===== src/rtl/burst_rd_responder_if.sv =====
// Requester-side and backing-memory-side signals of burst_rd_responder.
// The slave modport is the responder's view; master is the requester/memory side.
interface burst_rd_responder_if #(
  parameter int ADDR_W = 23
);
  logic [31:0]       address;
  logic              rw_req;
  logic [7:0]        burst_len;
  logic              data_available;
  logic [15:0]       read_data;
  logic              busy;
  logic              err_overlen;
  logic [ADDR_W-1:0] mem_addr;
  logic              mem_rd;
  logic              mem_ready;
  logic [15:0]       mem_rdata;
  logic              mem_rvalid;

  modport slave (
    input  address, rw_req, burst_len, mem_ready, mem_rdata, mem_rvalid,
    output data_available, read_data, busy, err_overlen, mem_addr, mem_rd
  );

  modport master (
    output address, rw_req, burst_len, mem_ready, mem_rdata, mem_rvalid,
    input  data_available, read_data, busy, err_overlen, mem_addr, mem_rd
  );
endinterface


===== src/rtl/burst_rd_responder.sv =====
// Burst read responder: prefetches up to MAX_WORDS 16-bit words from a pipelined
// memory into a local buffer, announces them with a pulse, then streams them gap-free.
module burst_rd_responder #(
  parameter int ADDR_W    = 23,
  parameter int MAX_WORDS = 32
) (
  input logic                 clk,
  input logic                 reset,
  burst_rd_responder_if.slave bus
);
  localparam int IW = $clog2(MAX_WORDS);
  localparam int CW = IW + 1;
  localparam logic [31:0] MAX_LEN_M1 = 32'(MAX_WORDS - 1);

  typedef enum logic [2:0] {
    IDLE, FILL, ANNOUNCE, STREAM, WAIT_RELEASE, DRAIN
  } state_t;

  state_t            state, next_state;
  logic [ADDR_W-1:0] base;
  logic [CW-1:0]     len, issued, received, stream_cnt;
  logic [15:0]       buffer [MAX_WORDS];

  logic          clamp, capture, rd_req, issue, accept, drained;
  logic [CW-1:0] req_len;
  logic          unused_addr_bits;

  assign unused_addr_bits = ^{bus.address[31:ADDR_W+1], bus.address[0]};

  always_comb begin
    clamp   = 32'(bus.burst_len) > MAX_LEN_M1;
    req_len = clamp ? CW'(MAX_WORDS) : CW'(bus.burst_len) + CW'(1);
    capture = (state == IDLE) && bus.rw_req;
    rd_req  = (state == FILL) && bus.rw_req && (issued < len);
    issue   = rd_req && bus.mem_ready;
    // Beats beyond the issued count (e.g. stragglers after a reset) are dropped here.
    accept  = ((state == FILL) || (state == DRAIN)) && bus.mem_rvalid && (received < issued);
    drained = (received + CW'(accept)) == issued;
  end

  always_ff @(posedge clk) begin
    if (!reset) state <= IDLE;
    else        state <= next_state;
  end

  always_comb begin
    next_state = state;
    unique case (state)
      IDLE:         if (bus.rw_req) next_state = FILL;
      FILL:         if (!bus.rw_req) next_state = DRAIN;
                    else if (received == len) next_state = ANNOUNCE;
      ANNOUNCE:     next_state = bus.rw_req ? STREAM : IDLE;
      STREAM:       if (!bus.rw_req) next_state = IDLE;
                    else if (stream_cnt == len - CW'(1)) next_state = WAIT_RELEASE;
      WAIT_RELEASE: if (!bus.rw_req) next_state = IDLE;
      DRAIN:        if (drained) next_state = IDLE;
      default:      next_state = IDLE;
    endcase
  end

  always_ff @(posedge clk) begin
    if (!reset) begin
      base       <= '0;
      len        <= '0;
      issued     <= '0;
      received   <= '0;
      stream_cnt <= '0;
    end else begin
      if (capture) begin
        base     <= bus.address[ADDR_W:1];
        len      <= req_len;
        issued   <= '0;
        received <= '0;
      end else begin
        if (issue)  issued   <= issued + CW'(1);
        if (accept) received <= received + CW'(1);
      end
      stream_cnt <= (state == STREAM) ? stream_cnt + CW'(1) : '0;
    end
  end

  always_ff @(posedge clk) begin
    if (accept && (state == FILL)) buffer[received[IW-1:0]] <= bus.mem_rdata;
  end

  always_comb begin
    bus.busy           = state != IDLE;
    bus.data_available = state == ANNOUNCE;
    bus.read_data      = (state == STREAM) ? buffer[stream_cnt[IW-1:0]] : '0;
    bus.err_overlen    = reset && capture && clamp;
    bus.mem_rd         = rd_req;
    bus.mem_addr       = rd_req ? base + ADDR_W'(issued) : '0;
  end
endmodule


===== src/flat_wrapper.sv =====
// flat-port wrapper written by rule: the top's interface ports become plain ports
module burst_rd_responder_flat 
#(
  parameter int ADDR_W    = 23,
  parameter int MAX_WORDS = 32
)
  (clk, reset, bus_address, bus_rw_req, bus_burst_len, bus_mem_ready, bus_mem_rdata, bus_mem_rvalid, bus_data_available, bus_read_data, bus_busy, bus_err_overlen, bus_mem_addr, bus_mem_rd);
  burst_rd_responder_if #(.ADDR_W(ADDR_W)) bus_i ();
  input logic clk;
  input logic reset;
  input wire logic [$bits(bus_i.address)-1:0] bus_address;
  input wire logic [$bits(bus_i.rw_req)-1:0] bus_rw_req;
  input wire logic [$bits(bus_i.burst_len)-1:0] bus_burst_len;
  input wire logic [$bits(bus_i.mem_ready)-1:0] bus_mem_ready;
  input wire logic [$bits(bus_i.mem_rdata)-1:0] bus_mem_rdata;
  input wire logic [$bits(bus_i.mem_rvalid)-1:0] bus_mem_rvalid;
  output wire logic [$bits(bus_i.data_available)-1:0] bus_data_available;
  output wire logic [$bits(bus_i.read_data)-1:0] bus_read_data;
  output wire logic [$bits(bus_i.busy)-1:0] bus_busy;
  output wire logic [$bits(bus_i.err_overlen)-1:0] bus_err_overlen;
  output wire logic [$bits(bus_i.mem_addr)-1:0] bus_mem_addr;
  output wire logic [$bits(bus_i.mem_rd)-1:0] bus_mem_rd;
  assign bus_i.address = bus_address;
  assign bus_i.rw_req = bus_rw_req;
  assign bus_i.burst_len = bus_burst_len;
  assign bus_i.mem_ready = bus_mem_ready;
  assign bus_i.mem_rdata = bus_mem_rdata;
  assign bus_i.mem_rvalid = bus_mem_rvalid;
  assign bus_data_available = bus_i.data_available;
  assign bus_read_data = bus_i.read_data;
  assign bus_busy = bus_i.busy;
  assign bus_err_overlen = bus_i.err_overlen;
  assign bus_mem_addr = bus_i.mem_addr;
  assign bus_mem_rd = bus_i.mem_rd;
  burst_rd_responder #(.ADDR_W(ADDR_W), .MAX_WORDS(MAX_WORDS)) u_core (.clk(clk), .reset(reset), .bus(bus_i));
endmodule

===== config.mk =====
export PLATFORM = sky130hd
export DESIGN_NAME = burst_rd_responder_flat
export DESIGN_NICKNAME = d
export VERILOG_FILES = /design/src/rtl/burst_rd_responder_if.sv /design/src/rtl/burst_rd_responder.sv /design/src/flat_wrapper.sv
export SDC_FILE = /design/constraint.sdc
export NUM_CORES = 1
export LEC_CHECK = 0
export CORE_MARGIN = 2
export CORE_UTILIZATION = 42
export DETAILED_ROUTE_END_ITERATION = 8
export HOLD_SLACK_MARGIN = 0.15
export PLACE_DENSITY_LB_ADDON = 0.12
export SYNTH_ARGS = -nofsm -noshare
export SYNTH_HDL_FRONTEND = slang
export SYNTH_SLANG_ARGS = --single-unit
export TNS_END_PERCENT = 20

===== constraint.sdc =====
create_clock -name clk -period 5.3 [get_ports clk]
set_clock_uncertainty 0.2 [all_clocks]
set_input_delay 1.325 -clock clk [delete_from_list [all_inputs] [get_ports clk]]
set_output_delay 1.325 -clock clk [all_outputs]
set_load 0.02 [all_outputs]

**After elaboration in Yosys (flattened, before gate mapping)**

Memory sizes are Yosys's and may differ from the RTL's. A register that Yosys moved wholly into a read port is not among the register bits.
Cells that the tools add are included.

- Add/sub/neg operators: 7
- Magnitude comparators: 3
- Eq/ne operators: 13
- Multiplexer cells: 15
- Bitwise operators: 1
- Reduce and logical (&&, ||, !) cells: 15

Operators with widths:

| operator | number |
|---|---|
| $add A6 B1 Y6 const B | 4 |
| $add A23 B6 Y23 | 1 |
| $mux W23 | 1 |
| $mux W3 | 7 |
| $eq A6 B6 Y1 | 3 |
| $pmux W3 S6 | 1 |
| $mux W16 | 1 |
| $lt A6 B6 Y1 | 2 |
| $logic_and A1 B1 Y1 | 9 |
| $gt A8 B5 Y1 const B | 1 |
| $add A6 B1 Y6 | 1 |
| $eq A3 B2 Y1 const B | 2 |
| $eq A3 B3 Y1 const B | 2 |
| $mux W6 | 1 |
| $sub A6 B1 Y6 const B | 1 |
| $mux W5 | 1 |
| $reduce_and A5 Y1 | 1 |
| $ne A2 B2 Y1 const B | 2 |
| $eq A3 B1 Y1 const B | 1 |
| $logic_not A3 Y1 | 1 |
| $ne A3 B2 Y1 const B | 1 |
| $ne A3 B3 Y1 const B | 1 |
| $reduce_bool A3 Y1 | 1 |
| $mux W1 | 2 |
| other kinds (6) | 6 |

- Register bits after elaboration: 50
- Bits in writable memories: 512
- Output and inout port bits: 43
- Memories: 1

Memory list:

| memory | words | width | rd ports | clocked after memory_dff | write ports | RTL line | text |
|---|---|---|---|---|---|---|---|
| u_core.buffer | 32 | 16 | 1 | 1 | 1 | burst_rd_responder.sv:22 | `logic [15:0] buffer [MAX_WORDS];` |

**Logic depth before layout (Yosys ltp)**

- Depth after elaboration: 8
- Depth in mapped cells: 13
- Mapped depth without buffers: 13

**Worst setup path before layout**

Ideal clock, no wire load.

- Kind: in2out
- From: in bus_rw_req
- To: out bus_mem_addr[7]
- Arrival: 2.322 ns
- Required time: 3.775 ns
- Slack: 1.453 ns
- Cell stages on the path: 5
- Buffers on the path: 1
- Path through: nand2_2 > a211oi_4 > o21ai_2 > clkbuf_1 > a21oi_1

- Longest elaborated chain between the ends: 3

Ends and longest elaborated chain:

| element | RTL line | text |
|---|---|---|
| start, declared | flat_wrapper.sv:12 | `input wire logic [$bits(bus_i.rw_req)-1:0] bus_rw_req;` |
| $logic_and A1 B1 Y1 (2 in a row) | burst_rd_responder.sv:34 | `rd_req = (state == FILL) && bus.rw_req && (issued < len);` |
| $mux W23 | burst_rd_responder.sv:92 | `bus.mem_addr = rd_req ? base + ADDR_W'(issued) : '0;` |
| end, declared | flat_wrapper.sv:21 | `output wire logic [$bits(bus_i.mem_addr)-1:0] bus_mem_addr;` |

No other way between the ends.

**Worst setup path in the final report**

- From: reg u_core.state[1]
- To: out bus_read_data[13]

- Longest elaborated chain between the ends: 2

Ends and longest elaborated chain:

| element | RTL line | text |
|---|---|---|
| start, declared | burst_rd_responder.sv:19 | `state_t state, next_state;` |
| start signal, assigned | burst_rd_responder.sv:43 | `else state <= next_state;` |
| $eq A3 B2 Y1 | burst_rd_responder.sv:89 | `bus.read_data = (state == STREAM) ? buffer[stream_cnt[IW-1:0]] : '0;` |
| $mux W16 | burst_rd_responder.sv:89 |  |
| end, declared | flat_wrapper.sv:18 | `output wire logic [$bits(bus_i.read_data)-1:0] bus_read_data;` |

No other way between the ends.

==> run metrics <==
#FFs+latches synth 562; Power Internal 7.25 mW; CTS tree built; crit end category primary output; VDD IR-drop max 0.270 mV; status complete, no violations; Final ANT Viol Nets 0; setup bufs post-CTS 0; area of the multi-input gates 6100 um2; clock sinks 562; switching share of power 20.4%; Fin Hold WS 0.279 ns; total of max-cap violations 0; post-synth top area share 67.3%; RSZ-0062 raised after global routing false; Post-synth ARST share 0%; Worst Tran Pin Value 1.19 ns; global-route wire length before repair 78900 um; Post-DP HPWL 30500 um; nets 1430; commonest non-fill, non-tap cells in the layout edfxtp_1, mux4_2, clkdlybuf4s50_1; maximum clock frequency 196 MHz; clk root buf clkbuf_16; Logic pwr share 2.7%; synth unique cells 55; EDFF count, synth 512; initial core utilization 42.5%; pwr/cell area 340 nW/um2; RePlAce Congestion 0.781; largest cells by area after synthesis edfxtp_1, mux4_2, dfxtp_1; Cells after Synth 1195; Max stage delay on crit path 0.72 ns; clock buffer count from CTS 58; Final Util 49.8%; GRT Total Usage 19.0%; Register Area 16400 um2; WP data arrival 3.59 ns; DR vias 11615; share of layout cells above drive strength 1 24.5%; Synth area leader edfxtp_1; Inserted Diodes 0; worst hold-check path type register to register; sequential-to-total area share from yosys stat 71.6%; Post-Syn Area 22900 um2; DR pass1 iterations 5; CP max stage cell nor3_1; syn nets 1283; final worst path period share 96.4%; worst-path cell chain inv_1 > nor3_1 > nand2b_2 > o22ai_1 > clkdlybuf4s50_1; CORE AREA 53800 um2; vias per cell 5.57; synth warn 0; Clk network pwr share 43.7%; die area 56300 um2; Reg clk slew, reported paths 0.06 ns; part of the power in registers 53.6%; total grt overflow 0; vias in the first global route 12152; Core Rows 85; crit-path leading delay family simple AND/OR/NAND/NOR gates; final setup vio count 0; Residual DRC 0; DR iter-0 viols 831; CP Buf/Inv Count 2; DIE HEIGHT 237 um; Post-Layout Inst Area 26800 um2; Detailed Route WL 52400 um; width of the die 237 um; leak pwr 8.30 nW; most common cell after layout, fill and taps aside edfxtp_1; Avg Cell Area, Syn 19.1 um2; IO Pins 104; Setup TNS Final 0 ns; IO buf count 94; DP Area 24900 um2; fin crit period 5.11 ns; initial antenna violation count 0; Layout area overhead 17.1%; slew margin rel. 20.3%; Setup CP Type register to primary output; Startpoint Class register; Worst Path Max Fanout 16; max-slew violations 0; required time of the critical path 3.77 ns; Final Hold Fails 0; Layout fillers 4431; pin count of the biggest net entering global routing 56; clk_lat worst skew 0.61 ns; Psw 1.86 mW; Clock Path Buffers 3; H-Tree Depth 2; Routed wire per std cell 25.1 um; top_reg_cell synth edfxtp_1
[worst paths after layout]
| check | from | cells past startpoint | to | slack, ns |
|---|---|---|---|---|
| hold reg to reg | u_core.base[0] | 1 | u_core.base[0] | 0.28 |
| hold / removal | u_core.base[0] | 1 | u_core.base[0] | 0.28 |
| setup reg to reg | u_core.issued[1] | 13 | u_core.state[0] | 1.66 |
| setup / recovery | u_core.state[1] | 5 | bus_read_data[13] | 0.19 |
[metrics by stage]
stage / power (mW) / instances / setup slack, ns
finish: 9.11 / 2087 / 0.190
global route: 9.40 / 2087 / 0.0171
CTS: 9.21 / 2087 / 0.0719
detailed placement: 5.22 / 1978 / 0.240
global placement: 5.21 / 1978 / 0.274
floorplan: 5.08 / 1195 / 1.45
[kinds of logic (layout without fill, tap and decap cells)]
group                      after synthesis  in the layout  share of synthesized area (%)
and+or+nand+nor                        186            186                           3.94
xor gates and xnor gates                50             50                           1.92
AOI/OAI and AO/OA                       96             96                           3.00
buffers and inverters                  110            306                           2.06
muxes                                  164            164                           15.9
DFF                                    562            562                           71.6
adders and majority gates               27             27                           1.51
[layout make-up]
cell class / instances / share of cell area (%)
clock buffers: 65 / 5.52
repair buffers: 142 / 5.05
multi-input cells: 523 / 22.8
clock inverters: 44 / 1.40
inverters: 55 / 0.771
flip-flops and latches: 562 / 61.2
well taps: 696 / 3.25
[power groups by stage]
stage / clock network, mW / logic (mW) / registers [mW]
floorplan: 0 / 0.116 / 4.96
global placement: 0 / 0.244 / 4.97
detailed placement: 0 / 0.250 / 4.97
CTS: 4.08 / 0.251 / 4.88
global route: 4.25 / 0.272 / 4.88
finish: 3.98 / 0.247 / 4.88
[synth_stat cells, types with 20 or more instances]
master    count
nand2_1      29
mux4_2      160
clkbuf_1     26
nand3_1      23
nor2_1       71
a22o_1       22
xnor2_1      31
dfxtp_1      50
ha_1         26
inv_1        34
edfxtp_1    512
o22ai_1      22
clkinv_1     20
[flip-flops by register name, summed over array words and instances (netlist names)]
| name | cells |
|---|---|
| u_core.buffer | 512 |
| u_core.base | 23 |
| u_core.issued | 6 |
| u_core.len | 6 |
| u_core.received | 6 |
| u_core.stream_cnt | 6 |
| u_core.state | 3 |
[repair_timing]
action                                  4_1_cts  5_1_grt
resized for setup                             0        3
endpoints found under the setup margin        0       12
hold buffers                                  0        0
[layer usage]
metal / GRT usage [%] / share of wire, %
met4: 4.76 / 1.8
met3: 2.76 / 4.4
met2: 31.4 / 49
met5: 0 / 0
met1: 26.7 / 45
Note: power is estimated with default switching activity, not from simulation.
